[src/rtl/pc_fetch_unit_24.sv]
`default_nettype none
// ============================================================================
//  Module      : pc_fetch_unit_24
//  Description : Program-counter and instruction-fetch sequencer for the
//                24-bit CPU. Holds the PC and exports PC+PC_INC to input 0 of
//                the external next-PC mux. Loads the mux output on every
//                instruction handoff to decode. Runs a req/ack fetch
//                handshake with instruction memory and a valid/ready issue
//                handshake with decode.
//  Optional    : FETCH_TIMEOUT_EN - builds a fetch watchdog. After
//                TIMEOUT_CYCLES un-acked FETCH cycles it sets the sticky
//                FetchErr flag, restores RESET_PC and returns to IDLE.
//  Ports       : Clock, ResetN (async, active-low)
//                Start, Halt          - sequencer control (levels)
//                NextPC / PCPlus1     - next-PC mux output / input 0
//                PC                   - current program counter
//                MemReq/MemAddr/MemAck/MemData - instruction memory port
//                Instr/InstrValid/InstrReady   - decode issue port
//                FetchErr             - sticky watchdog error
//  Revision    : 1.0 - initial release
// ============================================================================
module pc_fetch_unit_24 #(
    parameter logic [23:0] RESET_PC       = 24'h000000,
    parameter logic [23:0] PC_INC         = 24'd1,
    parameter int          TIMEOUT_CYCLES = 16
) (
    input  logic        Clock,
    input  logic        ResetN,
    input  logic        Start,
    input  logic        Halt,
    input  logic [23:0] NextPC,
    output logic [23:0] PCPlus1,
    output logic [23:0] PC,
    output logic        MemReq,
    output logic [23:0] MemAddr,
    input  logic        MemAck,
    input  logic [23:0] MemData,
    output logic [23:0] Instr,
    output logic        InstrValid,
    input  logic        InstrReady,
    output logic        FetchErr
);

    typedef enum logic [1:0] {
        IDLE  = 2'd0,
        FETCH = 2'd1,
        ISSUE = 2'd2
    } state_t;

    state_t state_q;
    state_t state_d;

    logic   capture;     // memory ack accepted this cycle
    logic   handoff;     // decode accepted Instr this cycle
    logic   abort;       // watchdog fired this cycle
    logic   timeout_hit; // last permitted wait cycle with no ack

    // ------------------------------------------------------------------
    // Fetch watchdog
    // ------------------------------------------------------------------
`ifdef FETCH_TIMEOUT_EN
    localparam int                CNT_W    = $clog2(TIMEOUT_CYCLES + 1);
    localparam logic [CNT_W-1:0]  CNT_LAST = CNT_W'(TIMEOUT_CYCLES - 1);

    logic [CNT_W-1:0] wait_cnt;
    logic             fetch_err_q;

    // The counter holds the number of completed un-acked FETCH cycles. It
    // is zero whenever FETCH is entered because it idles at zero elsewhere.
    assign timeout_hit = (wait_cnt == CNT_LAST);

    always_ff @(posedge Clock or negedge ResetN) begin
        if (!ResetN) begin
            wait_cnt    <= '0;
            fetch_err_q <= 1'b0;
        end else begin
            if (state_q != FETCH || MemAck || abort) begin
                wait_cnt <= '0;
            end else begin
                wait_cnt <= wait_cnt + 1'b1;
            end
            if (abort) begin
                fetch_err_q <= 1'b1;
            end
        end
    end

    assign FetchErr = fetch_err_q;
`else
    logic unused_timeout_cfg;
    assign unused_timeout_cfg = (TIMEOUT_CYCLES == 0);
    assign timeout_hit        = 1'b0;
    assign FetchErr           = 1'b0;
`endif

    // ------------------------------------------------------------------
    // FSM state register
    // ------------------------------------------------------------------
    always_ff @(posedge Clock or negedge ResetN) begin
        if (!ResetN) begin
            state_q <= IDLE;
        end else begin
            state_q <= state_d;
        end
    end

    // ------------------------------------------------------------------
    // FSM next-state and event decode
    // ------------------------------------------------------------------
    always_comb begin
        state_d = state_q;
        capture = 1'b0;
        handoff = 1'b0;
        abort   = 1'b0;
        case (state_q)
            IDLE: begin
                // Halt takes priority over Start
                if (Start && !Halt) begin
                    state_d = FETCH;
                end
            end
            FETCH: begin
                // An ack coinciding with the watchdog limit still wins
                if (MemAck) begin
                    capture = 1'b1;
                    state_d = ISSUE;
                end else if (timeout_hit) begin
                    abort   = 1'b1;
                    state_d = IDLE;
                end
            end
            ISSUE: begin
                if (InstrReady) begin
                    handoff = 1'b1;
                    state_d = Halt ? IDLE : FETCH;
                end
            end
            default: begin
                state_d = IDLE;
            end
        endcase
    end

    // ------------------------------------------------------------------
    // PC and instruction registers
    // ------------------------------------------------------------------
    always_ff @(posedge Clock or negedge ResetN) begin
        if (!ResetN) begin
            PC <= RESET_PC;
        end else if (abort) begin
            PC <= RESET_PC;
        end else if (handoff) begin
            PC <= NextPC;
        end
    end

    always_ff @(posedge Clock or negedge ResetN) begin
        if (!ResetN) begin
            Instr <= '0;
        end else if (capture) begin
            Instr <= MemData;
        end
    end

    // ------------------------------------------------------------------
    // Decoded outputs
    // ------------------------------------------------------------------
    assign PCPlus1    = PC + PC_INC;   // 24-bit, wraps naturally
    assign MemAddr    = PC;
    assign MemReq     = (state_q == FETCH);
    assign InstrValid = (state_q == ISSUE);

endmodule
`default_nettype wire

[config.mk]
export PLATFORM = sky130hd
export DESIGN_NAME = pc_fetch_unit_24
export DESIGN_NICKNAME = d
export VERILOG_FILES = /design/src/rtl/pc_fetch_unit_24.sv
export SDC_FILE = /design/constraint.sdc
export NUM_CORES = 1
export LEC_CHECK = 0
export BUFFER_PORTS_ARGS = -buffer_cell sky130_fd_sc_hd__buf_2
export CELL_PAD_IN_SITES_DETAIL_PLACEMENT = 0
export CELL_PAD_IN_SITES_GLOBAL_PLACEMENT = 2
export CORE_AREA = 2 2 105 107
export DETAILED_ROUTE_END_ITERATION = 8
export DIE_AREA = 0 0 107 109
export PLACE_DENSITY = 0.79
export SLEW_MARGIN = 5
export SYNTH_ARGS = -nofsm -noshare
export SYNTH_HDL_FRONTEND = slang
export SYNTH_SLANG_ARGS = --single-unit
[constraint.sdc]
create_clock -name Clock -period 1.8 [get_ports Clock]
set_input_delay 0.18 -clock Clock [delete_from_list [all_inputs] [get_ports Clock]]
set_output_delay 0.18 -clock Clock [all_outputs]
set_load 0.005 [all_outputs]
-- Yosys cells after proc, flatten, opt, wreduce, memory -nomap -nowiden
Cells that the tools add are included.
- register bits after elaboration: 50
- input port bits: 54
- output and inout port bits: 99
- logic and storage cells: 22
- add/subtract/negate cells: 1
- equality and inequality tests: 5
- muxes and demuxes: 9
- reduce and logical (&&, ||, !) cells: 4
- operator list (kind ; number):
    $add A24 B1 Y24 const B ; 1
    $mux W2 ; 3
    $pmux W2 S3 ; 1
    $mux W1 ; 5
    $ne A2 B1 Y1 const B ; 2
    $reduce_and A3 Y1 ; 1
    $eq A2 B1 Y1 const B ; 1
    $eq A2 B2 Y1 const B ; 1
    $logic_not A2 Y1 ; 1
    $ne A2 B2 Y1 const B ; 1
    $logic_and A1 B1 Y1 ; 1
    $logic_not A1 Y1 ; 1

-- Depth between registers and ports, before layout
- depth after elaboration: 4
- depth in mapped cells: 5
- depth with buffers taken out: 5

-- Least setup slack after synthesis
Ideal clock, no wire load.
- path kind: register to output
- from: register PC[0] (netlist: MemAddr[0])
- to: output port PCPlus1[12]
- data arrival time: 1.508 ns
- data required time: 1.620 ns
- slack: 0.112 ns
- stages on the path, launching flop included: 6
- path buffers: 0
- cell sequence: dfrtp_1 ha_1 nand4_2 nor3_1 nand3_1 xnor2_1
- cells in the longest elaborated chain, start to end: 1
- ends and longest elaborated chain (item ; line ; source):
    start, declared ; 33 ; output logic [23:0] PC,
    start signal, assigned ; 153 ; PC <= NextPC;
    $add A24 B1 Y24 ; 168 ; assign PCPlus1 = PC + PC_INC;
    end, declared ; 32 ; output logic [23:0] PCPlus1,
Every way passes these cells.

-- Worst setup path in the final report
- from: register PC[9] (netlist: MemAddr[9])
- to: output port PCPlus1[20]
Same word-level chain as after synthesis.

==> impl_metrics.csv <==
group,metric,value,unit
outcome,status,"finished with violations",
outcome,violations,"negative setup slack",
floorplanning,design.core.area,10600,µm²
clock_tree,clk_latency,0.30,ns
floorplanning,initial_core_util,0.2411,
route,wire_per_inst,13.57,µm
min_path,hold_path_class,"primary input to flip-flop",
critical_path,worstSetupStartpointType,"flip-flop",
global_route,grt-ovfl-total,0,
sta,fmax,529.3,MHz
min_path,worst_hold_path.num_cells,2,
route,first_pass_iters,4,
yosys,yosys_warnings,0,
yosys,synth_seq_area_share,0.4895,
place,place.gp.congestion,0.7718,
route,num_vias,2156,
yosys,syn_avg_cell_area,12.41,µm²
route,via_per_inst,4.211,
floorplanning,die_y,109,µm
place,port_buffers,151,
global_route,use_met2,0.2106,
critical_path,cp_max_fo,7,
yosys,synth_nets,261,
global_route,grt_max_degree,29,
clock_tree,cts.clk_slew.worst_paths,0.09,ns
sta,hold_violations,0,
global_route,busiest_layer,"met2",
sta,slew_headroom,0.6336,
cells_and_area,final_common_cell,"buf_2",
clock_tree,tritoncts,"built",
sta,period_share,1.050,
place,placedInstanceArea,3417,µm²
critical_path,r2r_cells,4,
run,cap_violations,0,
critical_path,crit_path_end_kind,"output pin",
global_route,met3_usage,0.03945,
critical_path,cp.arrival,1.71,ns
critical_path,crit_type,"flip-flop to output pin",
sta,fin_ws,-0.08916,ns
sta,setup_tns,-0.3255,ns
sta,finalMaxSlewViolations,0,
global_route,grt_pass1_wl,10680,µm
pwr,peakVddDrop,0.0005214,V
global_route,antenna_found_initial,1,
cells_and_area,syn2layout_area_growth,49.24,%
route,wl,6947,µm
sta,hold-worst-slack,0.05202,ns
pwr,p_per_area,1576,nW/µm²
critical_path,required,1.62,ns
clock_tree,clockRootBuffer,"clkbuf_8",
route,drc,0,
yosys,synthCells,206,
route,drtAntennaViolNets,0,
yosys,synth_seq_cells,50,
yosys,syn-cell-area,2556,µm²
clock_tree,cts-htree-levels,2,
pwr,p_leak,0.001908,µW
global_route,grt_pass1_vias,2166,
sta,fin_skew,0.008633,ns
global_route,grt_util_met1,0.1373,
cells_and_area,fin_area,3815,µm²
pwr,finalPower,6011,µW
route,drt_iter0_drc,26,
cells_and_area,layout_common_cells,"151 x buf_2, 48 x mux2_2, 44 x dfrtp_1, 29 x buf_4",
sta,tightest_slew,0.5497,ns
floorplanning,die-area,11660,µm²
sta,period_minus_slack,1.889,ns
place,dp_hpwl,5164,µm
sta,setup_viol,9,
cells_and_area,final_nets,425,
cells_and_area,n_fill_cell,1086,
floorplanning,ios,153,
clock_tree,numCtsBuffers,5,
sta,grt_setup_unrepaired,"true",
floorplanning,num_rows,38,
global_route,grt.total_usage,0.1169,
floorplanning,fp.dieW,107,µm
clock_tree,clock-sinks,50,
clock_tree,clockBufferDepth,2,
cells_and_area,layout-drive-gt1-share,0.7358,
cells_and_area,post-route-util,0.3598,
yosys,synth_cell_type_count,30,
sequential cells by signal, summed over array words and instances, names as in the netlist:
name     cells
MemAddr     24
state_q      2
Instr       24
power breakdown:
group	total, µW	internal [µW]	leakage (µW)	switching (µW)
Clock	679	311	0.0000482	368
Sequential	2130	1690	0.000592	437
Combinational	3200	1810	0.00127	1390
cell usage after synthesis:
master / number / area [µm²]
nand4_1: 2 / 12.51
nand3_4: 1 / 17.52
and4_2: 1 / 10.01
o31ai_1: 1 / 7.510
nor2_1: 3 / 11.26
nand4_4: 1 / 21.27
nand3_1: 10 / 50.05
buf_4: 25 / 187.7
inv_1: 6 / 22.52
nor4_4: 1 / 21.27
nor4_2: 1 / 12.51
nor4_1: 1 / 6.260
xnor2_1: 12 / 105.1
conb_1: 1 / 3.750
o21ai_0: 1 / 5.000
nand2_1: 8 / 30.03
and4_1: 1 / 8.760
nand4_2: 1 / 12.51
dfrtp_1: 50 / 1251
and3_1: 2 / 12.51
mux2i_1: 1 / 10.01
nor2b_1: 1 / 6.260
nand2b_1: 2 / 12.51
nand2_2: 1 / 6.260
buf_2: 4 / 20.02
and4_4: 1 / 11.26
xor2_1: 10 / 87.58
nor3_1: 8 / 40.04
mux2_2: 48 / 540.5
ha_1: 1 / 12.51
layout make-up:
| type | instances | area, µm² | share of cell area |
|---|---|---|---|
| clock buffers | 7 | 86.33 | 0.02263 |
| flip-flops and latches | 50 | 1259 | 0.3299 |
| inverters | 6 | 22.52 | 0.005904 |
| diodes | 1 | 2.502 | 0.0006560 |
| multi-input cells | 122 | 1219 | 0.3194 |
| repair buffers | 185 | 1046 | 0.2742 |
| clock inverters | 1 | 5.005 | 0.001312 |
| well taps | 140 | 175.2 | 0.04592 |
kinds of logic (layout without fill, tap and decap cells):
logic type | Yosys count | after routing | share of synthesized area
compound gates | 2 | 2 | 0.004894
fa+ha+maj | 1 | 1 | 0.004894
xor+xnor | 22 | 22 | 0.07538
mux | 49 | 49 | 0.2154
flops | 50 | 50 | 0.4895
buf+inv | 35 | 199 | 0.09006
other cells | 1 | 2 | 0.001467
simple gates | 46 | 47 | 0.1185
critical path, stage by stage, from the launching register on:
cell and delay [ns]:
dfrtp_1 0.51, nand2_1 0.14, nor4_4 0.33, nand3_1 0.15, xnor2_1 0.15, buf_2 0.13
path summary, 6_finish.rpt:
| kind | startpoint | endpoint | slack (ns) |
|---|---|---|---|
| setup / recovery | MemAddr[9] | PCPlus1[20] | -0.09 |
| setup reg to reg | state_q[0] | Instr[1] | 0.37 |
| max in group asynchronous | ResetN | MemAddr[3] | 0.84 |
| hold reg to reg | state_q[0] | state_q[0] | 0.48 |
| hold / removal | Halt | state_q[0] | 0.05 |
| min in group asynchronous | ResetN | Instr[11] | 0.39 |
metal layers:
metal | share of wire | vias to the layer above
met4 | 0.0046 | 0
met3 | 0.082 | 4
met2 | 0.49 | 94
li1 | - | 1012
met5 | 0 | -
met1 | 0.42 | 1046
stage by stage:
step | std cells | setup WS (ns)
2_1_floorplan | 206 | 0.1117
3_5_place_dp | 483 | 0.05387
3_3_place_gp | 483 | 0.06315
6_report | 512 | -0.08916
5_1_grt | 511 | -0.2005
4_1_cts | 506 | -0.07535
what timing repair did:
item,4_1_cts,5_1_grt
gates cloned,1,0
setup buffers,13,5
hold buffers,1,0
endpoints found under the setup margin,16,15
pin swaps,9,8
endpoints found under the hold margin,22,0
resized for setup,27,8
Power figures use the tool's default switching activity.
